===== config.mk =====
export PLATFORM = sky130hd
export DESIGN_NAME = bcd_time_counter_flat
export DESIGN_NICKNAME = d
export VERILOG_FILES = /design/src/rtl/bcd_time_counter_pkg.sv /design/src/rtl/bcd_time_counter_if.sv /design/src/rtl/bcd_time_counter_digit.sv /design/src/rtl/bcd_time_counter.sv /design/src/flat_wrapper.sv
export SDC_FILE = /design/constraint.sdc
export NUM_CORES = 1
export LEC_CHECK = 0
export CORE_MARGIN = 2
export CORE_UTILIZATION = 45
export DETAILED_ROUTE_END_ITERATION = 10
export GPL_TIMING_DRIVEN = 0
export PLACE_DENSITY = 0.89
export SKIP_CTS_REPAIR_TIMING = 1
export SLEW_MARGIN = 20
export SYNTH_ARGS = -nofsm -noshare
export SYNTH_HDL_FRONTEND = slang
export SYNTH_HIERARCHICAL = 1
export SYNTH_SLANG_ARGS = --single-unit

===== constraint.sdc =====
create_clock -name clk -period 2.9 [get_ports clk]
set_clock_uncertainty 0.2 [all_clocks]
set_input_delay 0.58 -clock clk [delete_from_list [all_inputs] [get_ports clk]]
set_output_delay 0.58 -clock clk [all_outputs]
set_load 0.03 [all_outputs]

===== src/rtl/bcd_time_counter_pkg.sv =====
`default_nettype none
// ============================================================================
//  Module      : alarm_pkg
//  Description : Shared constants and the time-validation helper for the
//                BCD time-of-day counter.
//  Revision    : 1.0 - initial release
// ============================================================================
package alarm_pkg;

    localparam int                  NIBBLE_W     = 4;
    localparam logic [NIBBLE_W-1:0] MAX_DIGIT    = 4'd9;
    localparam logic [NIBBLE_W-1:0] MAX_MIN_TENS = 4'd5;

    localparam logic [7:0] MAX_HR_24    = 8'h23;
    localparam logic [7:0] MAX_HR_12    = 8'h12;
    localparam logic [7:0] MIN_HR_12    = 8'h01;
    // 12h mode: leaving this hour flips AM/PM
    localparam logic [7:0] HR_PM_TOGGLE = 8'h11;

    // Reset values, laid out H1 H0 M1 M0 S1 S0
    localparam logic [23:0] RST_TIME_24 = 24'h000000;
    localparam logic [23:0] RST_TIME_12 = 24'h120000;

    // Returns 1 when t (H1 H0 M1 M0 S1 S0) is a legal time for the mode.
    // Once every nibble is known to be decimal, a plain binary compare of
    // the hour byte orders the same way as the BCD value.
    function automatic logic time_is_valid(input logic [23:0] t, input logic mode24);
        logic       ok;
        logic [7:0] hr;
        ok = 1'b1;
        for (int i = 0; i < 6; i++) begin
            if (t[NIBBLE_W*i +: NIBBLE_W] > MAX_DIGIT) ok = 1'b0;
        end
        if (t[7:4] > MAX_MIN_TENS)   ok = 1'b0;
        if (t[15:12] > MAX_MIN_TENS) ok = 1'b0;
        hr = t[23:16];
        if (mode24) begin
            if (hr > MAX_HR_24) ok = 1'b0;
        end else begin
            if ((hr < MIN_HR_12) || (hr > MAX_HR_12)) ok = 1'b0;
        end
        return ok;
    endfunction

endpackage
`default_nettype wire


===== src/rtl/bcd_time_counter_if.sv =====
`default_nettype none
// ============================================================================
//  Module      : bcd_time_counter_if
//  Description : Control / load / display bundle of the time counter.
//                master = stimulus side, slave = counter side.
//  Revision    : 1.0 - initial release
// ============================================================================
interface bcd_time_counter_if #(
    parameter int TW = 16
);
    logic          tick;
    logic          hold;
    logic          load;
    logic [TW-1:0] load_time;
    logic          load_pm;
    logic [TW-1:0] disp_time;
    logic          pm;
    logic          min_wrap;
    logic          day_wrap;
    logic          load_err;

    modport master (
        output tick, hold, load, load_time, load_pm,
        input  disp_time, pm, min_wrap, day_wrap, load_err
    );

    modport slave (
        input  tick, hold, load, load_time, load_pm,
        output disp_time, pm, min_wrap, day_wrap, load_err
    );
endinterface
`default_nettype wire


===== src/rtl/bcd_time_counter_digit.sv =====
`default_nettype none
// ============================================================================
//  Module      : bcd_digit
//  Description : One BCD digit with parallel load, clear and wrapping
//                increment; carry flags the wrap of this digit.
//  Revision    : 1.0 - initial release
// ============================================================================
module bcd_digit
    import alarm_pkg::*;
#(
    parameter logic [NIBBLE_W-1:0] MAX     = 4'd9,
    parameter logic [NIBBLE_W-1:0] RST_VAL = 4'd0
) (
    input  logic                clk,
    input  logic                reset_n,
    input  logic                inc,
    input  logic                clr,
    input  logic                ld,
    input  logic [NIBBLE_W-1:0] ld_val,
    output logic [NIBBLE_W-1:0] q,
    output logic                carry
);

    logic [NIBBLE_W-1:0] r_q;

    // Digit register: load beats clear beats increment
    always_ff @(posedge clk or negedge reset_n) begin
        if (!reset_n)      r_q <= RST_VAL;
        else if (ld)       r_q <= ld_val;
        else if (clr)      r_q <= '0;
        else if (inc)      r_q <= (r_q == MAX) ? '0 : r_q + 4'd1;
    end

    assign q     = r_q;
    assign carry = inc & (r_q == MAX);

endmodule
`default_nettype wire


===== src/rtl/bcd_time_counter.sv =====
`default_nettype none
// ============================================================================
//  Module      : bcd_time_counter
//  Description : BCD time-of-day counter, 24h or 12h AM/PM, optional
//                seconds, validated synchronous load, wrap pulses.
//  Revision    : 1.0 - initial release
// ============================================================================
module bcd_time_counter #(
    parameter bit MODE_24      = 1'b1,
    parameter bit WITH_SECONDS = 1'b0
) (
    input  logic              clk,
    input  logic              reset_n,
    bcd_time_counter_if.slave bus
);
    import alarm_pkg::*;

    localparam int          TW         = 16 + 8 * int'(WITH_SECONDS);
    localparam logic [23:0] c_rst_time = MODE_24 ? RST_TIME_24 : RST_TIME_12;

    logic [23:0]   w_load_full;
    logic          w_load_ok;
    logic          w_adv;
    logic          w_min_tick;
    logic [3:0]    w_m0, w_m1, w_h0;
    logic          w_m0_carry, w_m1_carry, w_h0_carry;
    logic [3:0]    r_h1;
    logic [7:0]    w_hr;
    logic          w_hr_inc, w_hr_wrap, w_noon, w_day_wrap;
    logic          w_h0_ld;
    logic [3:0]    w_h0_ld_val;
    logic          r_pm, r_min_wrap, r_day_wrap, r_load_err;
    logic [TW-1:0] w_disp;

    // A load always wins the cycle, so a coincident tick is simply dropped
    assign w_load_ok = bus.load & time_is_valid(w_load_full, MODE_24);
    assign w_adv     = bus.tick & ~bus.hold & ~bus.load;

    generate
        if (WITH_SECONDS) begin : g_sec
            logic [3:0] w_s0, w_s1;
            logic       w_s0_carry, w_s1_carry;

            assign w_load_full = 24'(bus.load_time);

            bcd_digit #(.MAX(MAX_DIGIT), .RST_VAL(c_rst_time[3:0])) u_s0 (
                .clk(clk), .reset_n(reset_n), .inc(w_adv), .clr(1'b0),
                .ld(w_load_ok), .ld_val(w_load_full[3:0]),
                .q(w_s0), .carry(w_s0_carry)
            );
            bcd_digit #(.MAX(MAX_MIN_TENS), .RST_VAL(c_rst_time[7:4])) u_s1 (
                .clk(clk), .reset_n(reset_n), .inc(w_s0_carry), .clr(1'b0),
                .ld(w_load_ok), .ld_val(w_load_full[7:4]),
                .q(w_s1), .carry(w_s1_carry)
            );

            assign w_min_tick = w_s1_carry;
            assign w_disp     = {r_h1, w_h0, w_m1, w_m0, w_s1, w_s0};
        end else begin : g_no_sec
            // Seconds are absent: pad them as 00 so one validator serves both
            assign w_load_full = {bus.load_time[15:0], 8'h00};
            assign w_min_tick  = w_adv;
            assign w_disp      = {r_h1, w_h0, w_m1, w_m0};
        end
    endgenerate

    bcd_digit #(.MAX(MAX_DIGIT), .RST_VAL(c_rst_time[11:8])) u_m0 (
        .clk(clk), .reset_n(reset_n), .inc(w_min_tick), .clr(1'b0),
        .ld(w_load_ok), .ld_val(w_load_full[11:8]),
        .q(w_m0), .carry(w_m0_carry)
    );
    bcd_digit #(.MAX(MAX_MIN_TENS), .RST_VAL(c_rst_time[15:12])) u_m1 (
        .clk(clk), .reset_n(reset_n), .inc(w_m0_carry), .clr(1'b0),
        .ld(w_load_ok), .ld_val(w_load_full[15:12]),
        .q(w_m1), .carry(w_m1_carry)
    );

    // Hour wrap is irregular (23->00 or 12->01), so it is forced through
    // the H0 load path instead of the digit's own increment.
    assign w_hr        = {r_h1, w_h0};
    assign w_hr_inc    = w_m1_carry;
    assign w_hr_wrap   = w_hr_inc & (w_hr == (MODE_24 ? MAX_HR_24 : MAX_HR_12));
    assign w_noon      = ~MODE_24 & w_hr_inc & (w_hr == HR_PM_TOGGLE);
    assign w_day_wrap  = MODE_24 ? w_hr_wrap : (w_noon & r_pm);
    assign w_h0_ld     = w_load_ok | w_hr_wrap;
    assign w_h0_ld_val = w_load_ok ? w_load_full[19:16] : (MODE_24 ? 4'd0 : 4'd1);

    bcd_digit #(.MAX(MAX_DIGIT), .RST_VAL(c_rst_time[19:16])) u_h0 (
        .clk(clk), .reset_n(reset_n), .inc(w_hr_inc & ~w_hr_wrap), .clr(1'b0),
        .ld(w_h0_ld), .ld_val(w_h0_ld_val),
        .q(w_h0), .carry(w_h0_carry)
    );

    // Hours tens digit: load, wrap to zero, or take the H0 carry
    always_ff @(posedge clk or negedge reset_n) begin
        if (!reset_n)        r_h1 <= c_rst_time[23:20];
        else if (w_load_ok)  r_h1 <= w_load_full[23:20];
        else if (w_hr_wrap)  r_h1 <= 4'd0;
        else if (w_h0_carry) r_h1 <= r_h1 + 4'd1;
    end

    // AM/PM flag and the single-cycle status pulses
    always_ff @(posedge clk or negedge reset_n) begin
        if (!reset_n) begin
            r_pm       <= 1'b0;
            r_min_wrap <= 1'b0;
            r_day_wrap <= 1'b0;
            r_load_err <= 1'b0;
        end else begin
            if (w_load_ok)   r_pm <= bus.load_pm & ~MODE_24;
            else if (w_noon) r_pm <= ~r_pm;
            r_min_wrap <= w_m1_carry;
            r_day_wrap <= w_day_wrap;
            r_load_err <= bus.load & ~w_load_ok;
        end
    end

    assign bus.disp_time = w_disp;
    assign bus.pm        = r_pm;
    assign bus.min_wrap  = r_min_wrap;
    assign bus.day_wrap  = r_day_wrap;
    assign bus.load_err  = r_load_err;

endmodule
`default_nettype wire


===== src/flat_wrapper.sv =====
// flat-port wrapper written by rule: the top's interface ports become plain ports
module bcd_time_counter_flat import alarm_pkg::*;
#(
    parameter bit MODE_24      = 1'b1,
    parameter bit WITH_SECONDS = 1'b0
)
  (clk, reset_n, bus_tick, bus_hold, bus_load, bus_load_time, bus_load_pm, bus_disp_time, bus_pm, bus_min_wrap, bus_day_wrap, bus_load_err);
  bcd_time_counter_if bus_i ();
  input  logic clk;
  input  logic reset_n;
  input wire logic [$bits(bus_i.tick)-1:0] bus_tick;
  input wire logic [$bits(bus_i.hold)-1:0] bus_hold;
  input wire logic [$bits(bus_i.load)-1:0] bus_load;
  input wire logic [$bits(bus_i.load_time)-1:0] bus_load_time;
  input wire logic [$bits(bus_i.load_pm)-1:0] bus_load_pm;
  output wire logic [$bits(bus_i.disp_time)-1:0] bus_disp_time;
  output wire logic [$bits(bus_i.pm)-1:0] bus_pm;
  output wire logic [$bits(bus_i.min_wrap)-1:0] bus_min_wrap;
  output wire logic [$bits(bus_i.day_wrap)-1:0] bus_day_wrap;
  output wire logic [$bits(bus_i.load_err)-1:0] bus_load_err;
  assign bus_i.tick = bus_tick;
  assign bus_i.hold = bus_hold;
  assign bus_i.load = bus_load;
  assign bus_i.load_time = bus_load_time;
  assign bus_i.load_pm = bus_load_pm;
  assign bus_disp_time = bus_i.disp_time;
  assign bus_pm = bus_i.pm;
  assign bus_min_wrap = bus_i.min_wrap;
  assign bus_day_wrap = bus_i.day_wrap;
  assign bus_load_err = bus_i.load_err;
  bcd_time_counter #(.MODE_24(MODE_24), .WITH_SECONDS(WITH_SECONDS)) u_core (.clk(clk), .reset_n(reset_n), .bus(bus_i));
endmodule

==> flow_summary.toml <==
[outcome]
status = "finished, final reports clean"

[layout]
finish.net_count = 211
fin_cells = 211
drive_above_1_share_pct = 15.6
fillers = 226
antenna_cells = 0
area_growth_pct = 43.0
post-route-util_pct = 66.1

[critical_path]
cp_num_cells = 12
cp_max_fo = 6
crit_chain = "clkdlybuf4s50_1 -> nor3b_2 -> inv_2 -> nor2_4 -> inv_1 -> nor2_2 -> a21boi_4 -> inv_2 -> nor2_4 -> mux2i_1 -> nor2_1 -> mux2_4"
rr_endpoint = "u_core/u_h0/q[3]$_DFFE_PN0P_"
crit_path_end_kind = "flop"
critPathLaunchType = "input pin"
worstSetupPathType = "in2reg"
slowest_delay_ns = 0.45
r2r_setup_slack_ns = 0.25
crit_buf_inv = 4
crit_family = "simple AND/OR/NAND/NOR gates"
r2r-start = "u_core/u_m0/q[0]$_DFFE_PN0P_"
arrival_ns = 2.74
ff2ff_path_depth = 11
required_ns = 2.89
slowest_stage = "clkdlybuf4s50_1"

[synthesis]
netlist.area_leader.share_pct = 38.0
yosys.area.top_type = "dfrtp_1"
synth.area.top_cells = "dfrtp_1 38%, ha_1 8.0%, o31ai_1 4.2%, a22oi_1 3.6%, and2_2 3.0%"
ys_types = 38
synth_compound_area_share_pct = 16.2
synth_top_family_by_area = "simple AND/OR/NAND/NOR gates"
syn_area_per_cell_um2 = 9.86
synth_ff_type = "dfrtp_1"
ys_ff_latch = 19
synthArstFlopShare_pct = 100
synth_edf_count = 0
synth_warnings = 6
synth_commonest_cells = "19 x dfrtp_1, 9 x inv_1, 9 x nand2_1, 8 x ha_1, 8 x nor2_1"
synthXorXnorAreaFrac_pct = 2.10
synth-seq-area-share_pct = 38.0
synthAdderAreaFrac_pct = 7.99
syn_area_um2 = 1250
yosys.area_share.simple_pct = 27.8
synth.most_common_cell = "dfrtp_1"
synth_cells = 127
muxShareOfSynthArea_pct = 4.00

[flow_run]
max_cap_violations = 0

[global_routing]
use_met3_pct = 2.30
grt_start_max_net_pins = 23
globalRouteMet1Util_pct = 20.6
grt_use_total_pct = 18.4
gr-max-usage-layer = "met2"
grt_pass1_vias = 1141
met2_usage_pct = 33.6
grt_pass1_wl_um = 4720
antenna_found_initial = 0
overflow = 0

[timing]
hold_viol_final = 0
worstMarginPinSlew_ns = 0.837
slew_headroom_pct = 44.0
max_freq_mhz = 364
rsz0062_at_grt = "false"
period_needed_ns = 2.75
setup_tns_ns = 0
slew_viol_final = 0
setup_viol = 0
period_share_pct = 94.7
hold_slack_ns = 0.334

[floorplanning]
initial_core_util_pct = 46.2
row_count = 19
die_w_um = 56.8
fp.dieH_um = 56.8
die_area_um2 = 3220
ios = 42
core_area_um2 = 2710

[place]
place.gp.congestion = 0.840
dp_hpwl_um = 2170
port_buffers = 39
dp_cells = 205

[clock_network]
ctsRootBufferMaster = "clkbuf_4"
cts_max_level = 1
clkSlewWorstSetupHoldPaths_ns = 0.11
clock_latency_ns = 0.29
cts_buffers = 3
cts_buffer_depth = 2
cts.sinks = 19
cts_tree = "built"

[route]
routed_wl_um = 2820
viasPerCell = 5.42
firstDrtPassIters = 4
detail_route.iter0.violations = 14
vias = 1143
ant_nets = 0
drc = 0
wl_per_cell_um = 13.4

[min_path]
hold_class = "reg2reg"
whs_path_depth = 1
hold_path_end = "u_core/u_m0/q[2]$_DFFE_PN0P_"
min_from = "u_core/u_m0/q[2]$_DFFE_PN0P_"

[pwr]
leakage_uw = 0.000777
p_per_area_nw_per_um2 = 338
vdd_drop_max_uv = 254
[state kept, by name (all words and copies together), names as in the netlist]
name	flops
u_core/bus.day_wrap	1
u_core/u_h0/q	4
u_core/u_m1/q	4
u_core/bus.min_wrap	1
u_core/r_h1	4
u_core/u_m0/q	4
u_core/bus.load_err	1
[power breakdown]
group / internal, uW / total [uW] / switching, uW
sequential: 280 / 302 / 22.0
clock: 51.3 / 133 / 82.0
combinational: 84.2 / 169 / 85.1
[cell type report]
class	count	area (um2)	area share, %
plain buffers	2	12.5	0.699
clock buffers	3	22.5	1.26
clock inverters	1	5.00	0.280
inverters	9	33.8	1.89
multi-input cells	105	797	44.5
flip-flops and latches	19	475	26.6
well taps	31	38.8	2.17
repair buffers	41	405	22.6
[worst max path at each step]
stage	from	to
after floorplan	bus_load	u_core/r_h1[1]$_DFFE_PN0P_
after global placement	bus_load	u_core/r_h1[1]$_DFFE_PN0P_
after detailed placement	bus_load	u_core/r_h1[1]$_DFFE_PN0P_
after CTS	bus_load	u_core/r_h1[1]$_DFFE_PN0P_
after global routing	bus_load	u_core/r_h1[1]$_DFFE_PN0P_
final	bus_load	u_core/r_h1[1]$_DFFE_PN0P_
[metrics by stage]
stage / setup slack, ns / area (um2) / total power [uW]
final: 0.154 / 1790 / 604
after global routing: 0.0271 / 1790 / 637
after CTS: -0.570 / 1740 / 606
after detailed placement: -0.885 / 1710 / 474
after global placement: -0.757 / 1710 / 470
after floorplan: 0.0654 / 1280 / 392
[metal layers]
metal / routed length, um / share of wire, %
met4: 59 / 2.1
met2: 1450 / 52
met3: 126 / 4.5
met5: 0 / 0
met1: 1180 / 42
[cells by family (layout without fill, tap and decap cells)]
group           after synthesis  in the layout
mux                           4              4
other cells                   1              9
simple gates                 55             55
fa+ha+maj                     8              8
flops                        19             19
buf+inv                      11             56
xor+xnor                      3              3
compound gates               26             26
[layout by cell type (no fill, tap or decap), drive strengths merged, types with 2 or more instances in the layout]
cell / count
buf: 4
clkdlybuf4s50: 39
a22oi: 6
or4: 2
clkbuf: 3
mux2i: 2
o31ai: 7
conb: 9
nand3b: 3
nor2: 9
or2: 4
mux2: 2
a32oi: 2
dfrtp: 19
and3b: 2
ha: 8
nor3: 6
and2: 5
nand2: 9
nand4: 5
xor2: 2
nand3: 4
inv: 9
o21ai: 5
a21oi: 2
nor2b: 3
No activity file was read; power rests on OpenSTA's default activity.
